<file path="src/rtl/friscv_ifetch.sv">
// Instruction fetch stage: drives the instruction SRAM read port, absorbs its 1-cycle latency and
// buffers {pc, instr} pairs for decode behind a valid/ready handshake with redirect flush.
module friscv_ifetch #(
  parameter int unsigned ARCH = 32,
  parameter int unsigned IMEM_DEPTH = 4096,
  parameter logic [ARCH-1:0] RESET_VECTOR = '0,
  parameter int unsigned FIFO_DEPTH = 2,
  localparam int unsigned AW = $clog2(IMEM_DEPTH)
) (
  input  logic            clk,
  input  logic            rst_n,
  output logic [AW-1:0]   imem_addr_b_byte_out,
  output logic            imem_en_b_out,
  input  logic [ARCH-1:0] imem_dout_b_in,
  input  logic            redirect_in,
  input  logic [ARCH-1:0] redirect_pc_in,
  output logic            instr_valid_out,
  input  logic            instr_ready_in,
  output logic [ARCH-1:0] instr_out,
  output logic [ARCH-1:0] pc_out
);

  localparam int unsigned PW = $clog2(FIFO_DEPTH);
  localparam int unsigned CW = $clog2(FIFO_DEPTH + 1);

  typedef enum logic [0:0] {StBoot, StRun} state_e;

  state_e state_q, state_d;
  logic   boot_wait_q;

  logic [ARCH-1:0] fetch_pc_q;
  logic [ARCH-1:0] issued_pc_q;
  logic            inflight_q;

  logic [ARCH-1:0] fifo_instr_q [FIFO_DEPTH];
  logic [ARCH-1:0] fifo_pc_q    [FIFO_DEPTH];
  logic [PW-1:0]   rd_ptr_q, wr_ptr_q;
  logic [CW-1:0]   count_q;

  logic            pop;
  logic            push;
  logic [CW:0]     occupancy;
  logic [ARCH-1:0] redirect_pc_aligned;

  assign redirect_pc_aligned = redirect_pc_in & ~ARCH'(3);

  assign instr_valid_out      = (count_q != '0);
  assign instr_out            = fifo_instr_q[rd_ptr_q];
  assign pc_out               = fifo_pc_q[rd_ptr_q];
  assign imem_addr_b_byte_out = fetch_pc_q[AW-1:0];

  assign pop  = instr_valid_out & instr_ready_in;
  // A response returning during a redirect belongs to the old stream and is dropped.
  assign push = inflight_q & ~redirect_in;

  // boot_wait_q stretches BOOT so it covers the first cycle after reset release.
  always_ff @(posedge clk) begin
    if (!rst_n) begin
      state_q     <= StBoot;
      boot_wait_q <= 1'b1;
    end else begin
      state_q     <= state_d;
      boot_wait_q <= 1'b0;
    end
  end

  always_comb begin
    state_d = state_q;
    unique case (state_q)
      StBoot: if (!boot_wait_q) state_d = StRun;
      StRun:  state_d = StRun;
    endcase
  end

  always_comb begin
    occupancy     = (CW+1)'(count_q) + (CW+1)'(inflight_q) - (CW+1)'(pop);
    imem_en_b_out = (state_q == StRun) && !redirect_in && (occupancy < (CW+1)'(FIFO_DEPTH));
  end

  always_ff @(posedge clk) begin
    if (!rst_n) begin
      fetch_pc_q  <= RESET_VECTOR;
      issued_pc_q <= '0;
      inflight_q  <= 1'b0;
    end else begin
      if (redirect_in) begin
        fetch_pc_q <= redirect_pc_aligned;
      end else if (imem_en_b_out) begin
        fetch_pc_q <= fetch_pc_q + ARCH'(4);
      end
      if (imem_en_b_out) begin
        issued_pc_q <= fetch_pc_q;
      end
      inflight_q <= imem_en_b_out;
    end
  end

  always_ff @(posedge clk) begin
    if (!rst_n) begin
      rd_ptr_q <= '0;
      wr_ptr_q <= '0;
      count_q  <= '0;
      for (int i = 0; i < FIFO_DEPTH; i++) begin
        fifo_instr_q[i] <= '0;
        fifo_pc_q[i]    <= '0;
      end
    end else if (redirect_in) begin
      // Flush wins over a simultaneous pop.
      rd_ptr_q <= '0;
      wr_ptr_q <= '0;
      count_q  <= '0;
    end else begin
      if (push) begin
        fifo_instr_q[wr_ptr_q] <= imem_dout_b_in;
        fifo_pc_q[wr_ptr_q]    <= issued_pc_q;
        wr_ptr_q               <= wr_ptr_q + PW'(1);
      end
      if (pop) begin
        rd_ptr_q <= rd_ptr_q + PW'(1);
      end
      if (push && !pop) begin
        count_q <= count_q + CW'(1);
      end else if (pop && !push) begin
        count_q <= count_q - CW'(1);
      end
    end
  end

  always_ff @(posedge clk) begin
    if (rst_n) begin
      assert (!(push && !pop && (count_q == CW'(FIFO_DEPTH))));
    end
  end

endmodule

</file>
<file path="config.mk">
export PLATFORM = sky130hd
export DESIGN_NAME = friscv_ifetch
export DESIGN_NICKNAME = d
export VERILOG_FILES = /design/src/rtl/friscv_ifetch.sv
export SDC_FILE = /design/constraint.sdc
export NUM_CORES = 1
export LEC_CHECK = 0
export ABC_CLOCK_PERIOD_IN_PS = 9100
export CORE_ASPECT_RATIO = 0.6
export CORE_MARGIN = 2
export CORE_UTILIZATION = 45
export DETAILED_ROUTE_END_ITERATION = 12
export GPL_TIMING_DRIVEN = 0
export PLACE_DENSITY = 0.76
export SKIP_LAST_GASP = 1
export SLEW_MARGIN = 40
export SYNTH_ARGS = -nofsm -noshare
export SYNTH_HDL_FRONTEND = slang
export SYNTH_SLANG_ARGS = --single-unit
</file>
<file path="constraint.sdc">
create_clock -name clk -period 9.1 [get_ports clk]
set_input_delay 1.365 -clock clk [delete_from_list [all_inputs] [get_ports clk]]
set_output_delay 1.365 -clock clk [all_outputs]
set_load 0.005 [all_outputs]
</file>
# --- Word-level counts from Yosys, hierarchy flattened ---
# Memories as Yosys holds them, arrays and structs flattened. A register that Yosys moved wholly into a read port is not among the register bits.
# Index checks and enable logic that the tools add are counted.
word_totals:
  regBits: 71
  ram_bits: 128
  inputBits: 68
  elab_cells: 58
  mem_count: 2
memory_table:
  columns: ["memory", "words", "word_bits", "rd", "rd_clocked_by_memory_dff", "wr", "line", "text"]
  rows:
  - ["fifo_instr_q", 2, 32, 1, 1, 2, "35", "logic [ARCH-1:0] fifo_instr_q [FIFO_DEPTH];"]
  - ["fifo_pc_q", 2, 32, 1, 1, 2, "36", "logic [ARCH-1:0] fifo_pc_q [FIFO_DEPTH];"]
classes:
  add_sub_neg: 7
  order_cmp: 1
  mux: 21
  n_bitwise: 5
  reduce_logical: 13
op_table:
  columns: ["operator", "n"]
  rows:
  - ["$mux 32", 4]
  - ["$reduce_or 32->1", 2]
  - ["$add 32x3->32 const B", 1]
  - ["$mux 1", 14]
  - ["$reduce_bool 2->1", 3]
  - ["$logic_and 1x1->1", 4]
  - ["$mux 2", 2]
  - ["$add 2x1->3", 1]
  - ["$logic_not 1->1", 3]
  - ["$lt 3x2->1 const B", 1]
  - ["$not 1->1", 3]
  - ["$sub 3x1->3", 1]
  - ["$add 1x1->1 const B", 2]
  - ["$add 2x1->2 const B", 1]
  - ["$and 1x1->1", 2]
  - ["$pmux 1 s2", 1]
  - ["$reduce_or 2->1", 1]
  - ["$sub 2x1->2 const B", 1]

# --- Longest topological paths before layout ---
depth:
  depth_word: 8
  mapped_depth: 13
  ltp_nobuf: 12

# --- Worst setup path after synthesis ---
# Ideal clock, no wire load.
synth_timing:
  path_type: "input to register"
  from: "input port redirect_in"
  to: "memory fifo_instr_q[0][0], enable pin"
  t_arrival_ns: 6.139
  t_required_ns: 8.533
  slack_ns: 2.393
  cell_stages: 4
  n_path_buf: 1
  cell_sequence: "clkbuf_1 > nor2b_1 > inv_1 > o21ai_0"
synth_lines:
  columns: ["element", "line", "text"]
  rows:
  - ["from (decl)", "15", "input logic redirect_in,"]
  - ["to (decl)", "35", null]

# --- Final worst setup path ---
layout_timing:
  from: "input port instr_ready_in"
  to: "output port imem_en_b_out"
layout_between:
  elab_chain_len: 4
layout_rtl:
  columns: ["element", "line", "text"]
  rows:
  - ["from (decl)", "18", "input logic instr_ready_in,"]
  - ["$and 1x1->1", "52", "assign pop = instr_valid_out & instr_ready_in;"]
  - ["named net pop", "40", "logic pop;"]
  - ["$sub 3x1->3", "76", "occupancy = (CW+1)'(count_q) + (CW+1)'(inflight_q) - (CW+1)'(pop);"]
  - ["$lt 3x2->1", "77", "imem_en_b_out = (state_q == StRun) && !redirect_in && (occupancy < (CW+1)'(FIFO_DEPTH));"]
  - ["$logic_and 1x1->1", "77", null]
  - ["to (decl)", "13", "output logic imem_en_b_out,"]
# The timed path passes the listed nets, and every way through them passes these cells.

==> summary.md <==
The setup path with the least slack is of type in2out. Tracing the worst setup path back leads to its startpoint at instr_ready_in. The final cell count without fillers is 1151. Cell occurring most often along the worst timing path: sky130_fd_sc_hd__clkdlybuf4s50_1. Post-CTS repair changed the size of 0 cells.

The pre-antenna-repair detailed-routing pass consisted of 6 iterations. In this run the power density over the cells is 175 nW/um^2. The tools report the number of setup violations in the final report as 0. The startpoint identified for the worst hold timing path is boot_wait_q.

Cell internal power was estimated by the tool at 1.45 mW. The shortest period the worst path allows came out at 5.93 ns. Cells with a size suffix above 1 make up 14.8% of the layout. The data arrival time of the worst path is 4.56 ns. The leftover overflow at the end of global routing is 0, and the count of routing violations after the opening detailed-route iteration is 585. The startpoint identified for the worst register-to-register timing path is count_q[0].

The run gives 40.3% as the clock group share of total power. The tools report the largest clock skew in the final design as 0.0105 ns. The global routing stage identified its most utilized layer as met1.

The run gives 0 as the final count of hold timing violations. 0 antenna diodes ended up in the layout. The overall fraction of global-route tracks in use is 20.9%, and the worst endpoint required time is 7.74 ns. In this run the number of H-tree levels came out at 4. The count of buffers added on input and output ports is 139. For the peak supply drop, the log shows 0.134 mV. The maximum buffer depth of the clock tree was 2; the placement row count was 38.

The cell chosen for the clock root is sky130_fd_sc_hd__clkbuf_16. The total wirelength of the detailed-routed design was 20300 um; the count of unique library cells instantiated by Yosys was 48. For the pin with the worst max-slew slack, the measured transition is 0.693 ns. The relative area change from synthesis to final layout was 28.7%.

The congestion estimate from routability-driven global placement came to 0.973. Entering global routing, the biggest net connects 36 pins. The post-CTS repair timing setup buffer count was 0. The met1 track utilization from global routing is 31.5%. The library cell used most frequently in the layout, excluding fill and tap cells, is sky130_fd_sc_hd__clkdlybuf4s50_1.

The leakage component of the power was 3.98 nW. The relative slew slack was 53.8%. The tools report the maximum frequency from static timing analysis as 169 MHz. The slowest stage of the critical path is the sky130_fd_sc_hd__clkdlybuf4s50_1 cell. The logs give 0 for the number of nets with antenna violations after detailed routing and 20100 sq um for the area enclosed by the die boundary. CTS sink count: 192. In the layout the commonest cells are 139 x sky130_fd_sc_hd__clkdlybuf4s50_1, 133 x sky130_fd_sc_hd__and2_1, 124 x sky130_fd_sc_hd__edfxtp_1.

Detailed routing inserted a total of 6120 vias. Setup repair after global routing left no endpoint under its margin. In this run the count of I/O pins placed on the die edge is 146. Fill cells in the final layout number 1486. Among all flip-flop cells after synthesis, the most frequent one is sky130_fd_sc_hd__edfxtp_1. Sequential cells burn 51.1% of the power.

The run gives 46.6% as the initial core utilization. The logs give 1.92 mW for the total power of the final layout and 17 for the number of buffers added by the clock tree synthesis step. Yosys printed 0 warnings. Global routing used 5.64% of the available met3 tracks. STA classifies the critical path startpoint as an input port. Counting flops and latches in the post-synthesis netlist gives 192. TritonCTS built the clock tree. The core region is 18300 sq um. The initial antenna violation count is 0, and the share of flip-flops with an asynchronous set or reset after synthesis is 0%. The HPWL reported at the end of detailed placement is 14400 um, and the clock insertion delay at the later pin of the skew report is 0.42 ns. The flow ran to the end, and the final reports show no timing, DRC or antenna violations.

In this run the worst hold path is classified as reg2reg. In this design, the stage delay of the slowest critical-path cell is 0.61 ns. Of the available clock period, the critical path in the final layout requires 65.2%. The synthesized area per cell was 11.7 sq um. Combinational logic burns 8.6% of the power. The count of pins over their slew limit came out at 0. The met2 usage came out at 30.1%.

Of all nets on the critical path, the largest fanout is 10. The number of enable flip-flop cells after synthesis is 124, and the die boundary height is 111 um. Once placement completed, the tool counted placed cells totaling 1119. In the synthesized netlist, the number of instances is 732. Clock-pin slew was measured on the worst setup and hold paths at 0.07 ns.

The post-detailed-route wirelength per cell was 17.6 um; the sequential area share after synthesis was 59.6%. The mapped netlist covers 8530 sq um. Kind of end point of the critical path: an output pin.

Power dissipated by switching net loads: 0.474 mW. The first global-routing pass estimated 32500 um of wire. Across the run, the number of max-cap violations was 0. The signal on the critical path passes through clkdlybuf4s50_1, nand2_1, inv_1, ha_1, nand2b_1, fa_1, xor2_1, or2_1, buf_2, inv_2, clkbuf_1, clkdlybuf4s50_1. The net count of the finished layout is 970. Net switching is 24.7% of the power. Using the TritonRoute via totals, the vias-per-cell ratio works out to 5.32. The number of hold buffers added after CTS was 0. The run gives 5963 as the via count of the first global-routing pass.

The tools report the number of remaining DRC errors as 0. The horizontal extent of the die works out to 182 um.
cell families after synthesis:
family | after synthesis | synth area share [%]
other cells | 1 | 0.0440
mux | 64 | 8.43
compound gates | 93 | 6.09
xor+xnor | 28 | 2.88
simple gates | 286 | 18.7
flops | 192 | 59.6
buf+inv | 64 | 3.52
fa+ha+maj | 4 | 0.675
critical path, delay by kind of cell:
kind / cells / cell delay [ns]
buffers and inverters: 6 / 1.81
adders and majority gates: 2 / 0.63
and+or+nand+nor: 3 / 0.54
xor gates and xnor gates: 1 / 0.21
final cells by class:
type | count | area (sq um) | share of cell area, %
Clock buffer | 17 | 425 | 3.88
Tap cell | 240 | 300 | 2.74
Clock inverter | 15 | 196 | 1.79
Timing Repair Buffer | 144 | 1480 | 13.5
Sequential cell | 192 | 5080 | 46.3
Buffer | 55 | 267 | 2.43
Inverter | 9 | 33.8 | 0.308
Multi-Input combinational cell | 479 | 3190 | 29.0
power groups by stage:
stage	sequential, mW	clock (mW)	combinational [mW]
4_1_cts	0.982	0.780	0.164
3_5_place_dp	1.00	0	0.163
3_3_place_gp	1.01	0	0.156
6_report	0.983	0.775	0.165
2_1_floorplan	0.997	0	0.0724
5_1_grt	0.987	0.821	0.178
registers in the layout (all words and copies together), names as in the netlist, 2 cells and up, named ones only:
| name | count |
|---|---|
| fifo_pc_q | 60 |
| fetch_pc_q | 30 |
| fifo_instr_q | 64 |
| issued_pc_q | 30 |
| count_q | 2 |
metrics by stage:
stage                     hold slack (ns)  setup slack, ns  TNS [ns]  util (%)  area [sq um]
after floorplan                     0.389             2.39         0         -          8540
after global placement              0.391           -0.792    -48.78      55.9         10200
after detailed placement            0.394             3.24         0      56.5         10300
after CTS                           0.410             3.22         0      59.9         11000
after global routing                0.419             3.01         0      60.0         11000
final                               0.413             3.17         0      60.0         11000
layer usage:
metal	part of all wire (%)	up-vias
li1	-	2900
met1	48	2938
met2	42	263
met3	9.3	19
met4	0.84	0
met5	0	-
synth_stat cells (all sizes together), types with 2 or more instances:
cell type	count	area share (%)
o21a	2	0.18
or2	3	0.22
clkbuf	32	1.4
nor4	7	0.69
inv	8	0.35
a21oi	49	2.9
dfxtp	68	16
and3	6	0.44
buf	23	1.7
or3	2	0.15
nand2b	2	0.15
xor2	17	1.7
xnor2	11	1.1
o21ai	18	1.1
nand4	12	1.1
ha	3	0.44
edfxtp	124	44
nand3	12	0.70
o311ai	2	0.21
and2	133	9.8
nand2	85	3.7
o22ai	8	0.59
nor2	11	0.48
a31oi	9	0.66
nor3	7	0.72
a22o	2	0.21
mux2	63	8.3
path summary, 6_finish.rpt:
path	end	slack [ns]	cells after the start
min	state_q	0.41	1
max reg2reg	issued_pc_q[18]	5.78	13
min reg2reg	state_q	0.41	1
max	imem_en_b_out	3.17	12
Power figures use the tool's default switching activity.
==> edit (config.mk and constraints unchanged) <==
`FIFO_DEPTH`: 2 -> 4.
--- a/src/rtl/friscv_ifetch.sv
+++ b/src/rtl/friscv_ifetch.sv
@@ -5,5 +5,5 @@
   parameter int unsigned IMEM_DEPTH = 4096,
   parameter logic [ARCH-1:0] RESET_VECTOR = '0,
-  parameter int unsigned FIFO_DEPTH = 2,
+  parameter int unsigned FIFO_DEPTH = 4,
   localparam int unsigned AW = $clog2(IMEM_DEPTH)
 ) (
Check against the original RTL: not equivalent (a bounded check fails within 10 cycles, from zero or initial values and one cycle with rst_n low).
==> edit against the original RTL <==
First-iteration DRC count up 31%; utilization fell by 3.6 points; fmax decreased by 0.39%; synthesized area rose by 61%; wire length up 64%; critical path depth decreased by 1; largest power group unchanged; via count increased by 50%; sequential cell count up 128; synthesized cell count grew 46%; power rose by 60%; cell area is 54% higher; worst setup slack lost 0.023 ns.
==> edit: results <==
metrics = {
    "outcome": {
        "status": "complete, no violations",
    },
    "logic_synthesis": {
        "muxShareOfSynthArea_pct": 12.4,
        "synthXorXnorAreaFrac_pct": 1.21,
        "synth.avg_cell_area_um2": 12.8,
        "synth_top_flop_cell": "edfxtp_1",
        "synthTopCellsByArea": "edfxtp_1, dfxtp_1, mux4_2",
        "yosysWarningCount": 0,
        "async_reset_ff_share_pct": 0,
        "ys_seq_area_share_pct": 64.8,
        "synth_commonest_cells": "edfxtp_1, nor2_1, nand2_1, inv_1, dfxtp_1",
        "synthAdderAreaFrac_pct": 0.602,
        "synth-edff-count": 248,
        "yosysUniqueCellTypes": 44,
        "synth_compound_area_share_pct": 4.29,
    },
    "placement": {
        "globalplace.congestion": 0.919,
        "pre_cts_ws_ns": 3.25,
        "dp.cells": 1636,
        "io_buffer_count": 138,
        "dp_hpwl_um": 23300,
        "dpl-instance-area_um2": 16000,
    },
    "power_and_ir_drop": {
        "p_leak_nw": 6.25,
        "peakVddDrop_v": 0.000121,
        "swShare_pct": 21.9,
    },
    "hold_path": {
        "hp-class": "reg2reg",
        "hold_depth": 1,
    },
    "worst_setup_path": {
        "cp_max_fo": 10,
        "r2r_cells": 12,
        "worst_ep_arrival_time_ns": 4.59,
    },
    "clock_network": {
        "cts_root_buf": "clkbuf_16",
        "clk_pin_slew_ns": 0.06,
        "post-cts-setup-buffers": 0,
        "clk_latency_ns": 0.56,
        "h-tree-depth": 1,
        "clock_path_buffers": 3,
        "cts_made_buffers": 30,
    },
    "global_routing": {
        "grt_antenna_before_repair": 1,
        "grt_max_degree": 17,
        "track_usage_pct": 21.1,
        "grt_pass1_wl_um": 52100,
        "grt_pass1_vias": 9268,
    },
    "sta": {
        "skew_ns": 0.0144,
        "worst_pin_slew_ns": 0.810,
    },
    "finish": {
        "antennaDiodeCount": 0,
        "fill_cells": 2459,
        "nets": 1334,
        "final_cells": 1692,
        "drive_gt1_share_pct": 11.8,
        "reg.largest.list": "fifo_instr_q (128), fifo_pc_q (120)",
        "area_growth_syn_to_layout_pct": 23.2,
    },
    "routing": {
        "drtPass1Iterations": 5,
        "viasPerCell": 5.43,
        "drt_iter0_drc": 768,
        "wire_per_inst_um": 19.7,
    },
}
-- edit: worst paths after layout --
check | to | startpoint | slack (ns)
worst max-delay path | imem_en_b_out | instr_ready_in | 3.15
worst min-delay path | state_q | boot_wait_q | 0.42
worst max register to register | issued_pc_q[27] | count_q[0] | 5.66
worst min register to register | state_q | boot_wait_q | 0.42
-- edit: area by class of cell --
| cell class | count | share of cell area, % |
|---|---|---|
| plain buffers | 83 | 2.33 |
| clock buffers | 46 | 5.16 |
| clock inverters | 10 | 0.274 |
| inverters | 76 | 1.69 |
| multi-input cells | 594 | 24.9 |
| flip-flops and latches | 320 | 52.6 |
| well taps | 408 | 3.02 |
| repair buffers | 155 | 10.0 |
-- edit: layer usage --
| metal | global-route usage, % | vias up | part of all wire [%] |
|---|---|---|---|
| li1 | - | 4210 | - |
| met3 | 4.69 | 41 | 8.2 |
| met2 | 32.8 | 363 | 46 |
| met1 | 30.6 | 4570 | 44 |
| met4 | 4.31 | 2 | 1.8 |
| met5 | 1.04 | - | 0.042 |
-- edit: critical path, stage by stage --
cell             delay [ns]
clkdlybuf4s50_1        0.45
nand2_1                0.07
inv_1                  0.12
ha_1                   0.15
inv_1                  0.04
ha_1                   0.26
nand3b_1               0.14
nand4_1                0.41
a311oi_2               0.70
buf_4                  0.34
clkdlybuf4s50_1        0.54
-- edit: power by group through the flow --
stage                     Clock (mW)  Combinational (mW)  Sequential, mW
after floorplan                    0               0.107            1.68
after global placement             0               0.205            1.70
after detailed placement           0               0.228            1.69
after CTS                       1.22               0.229            1.66
after global routing            1.28               0.243            1.66
final                           1.19               0.227            1.66
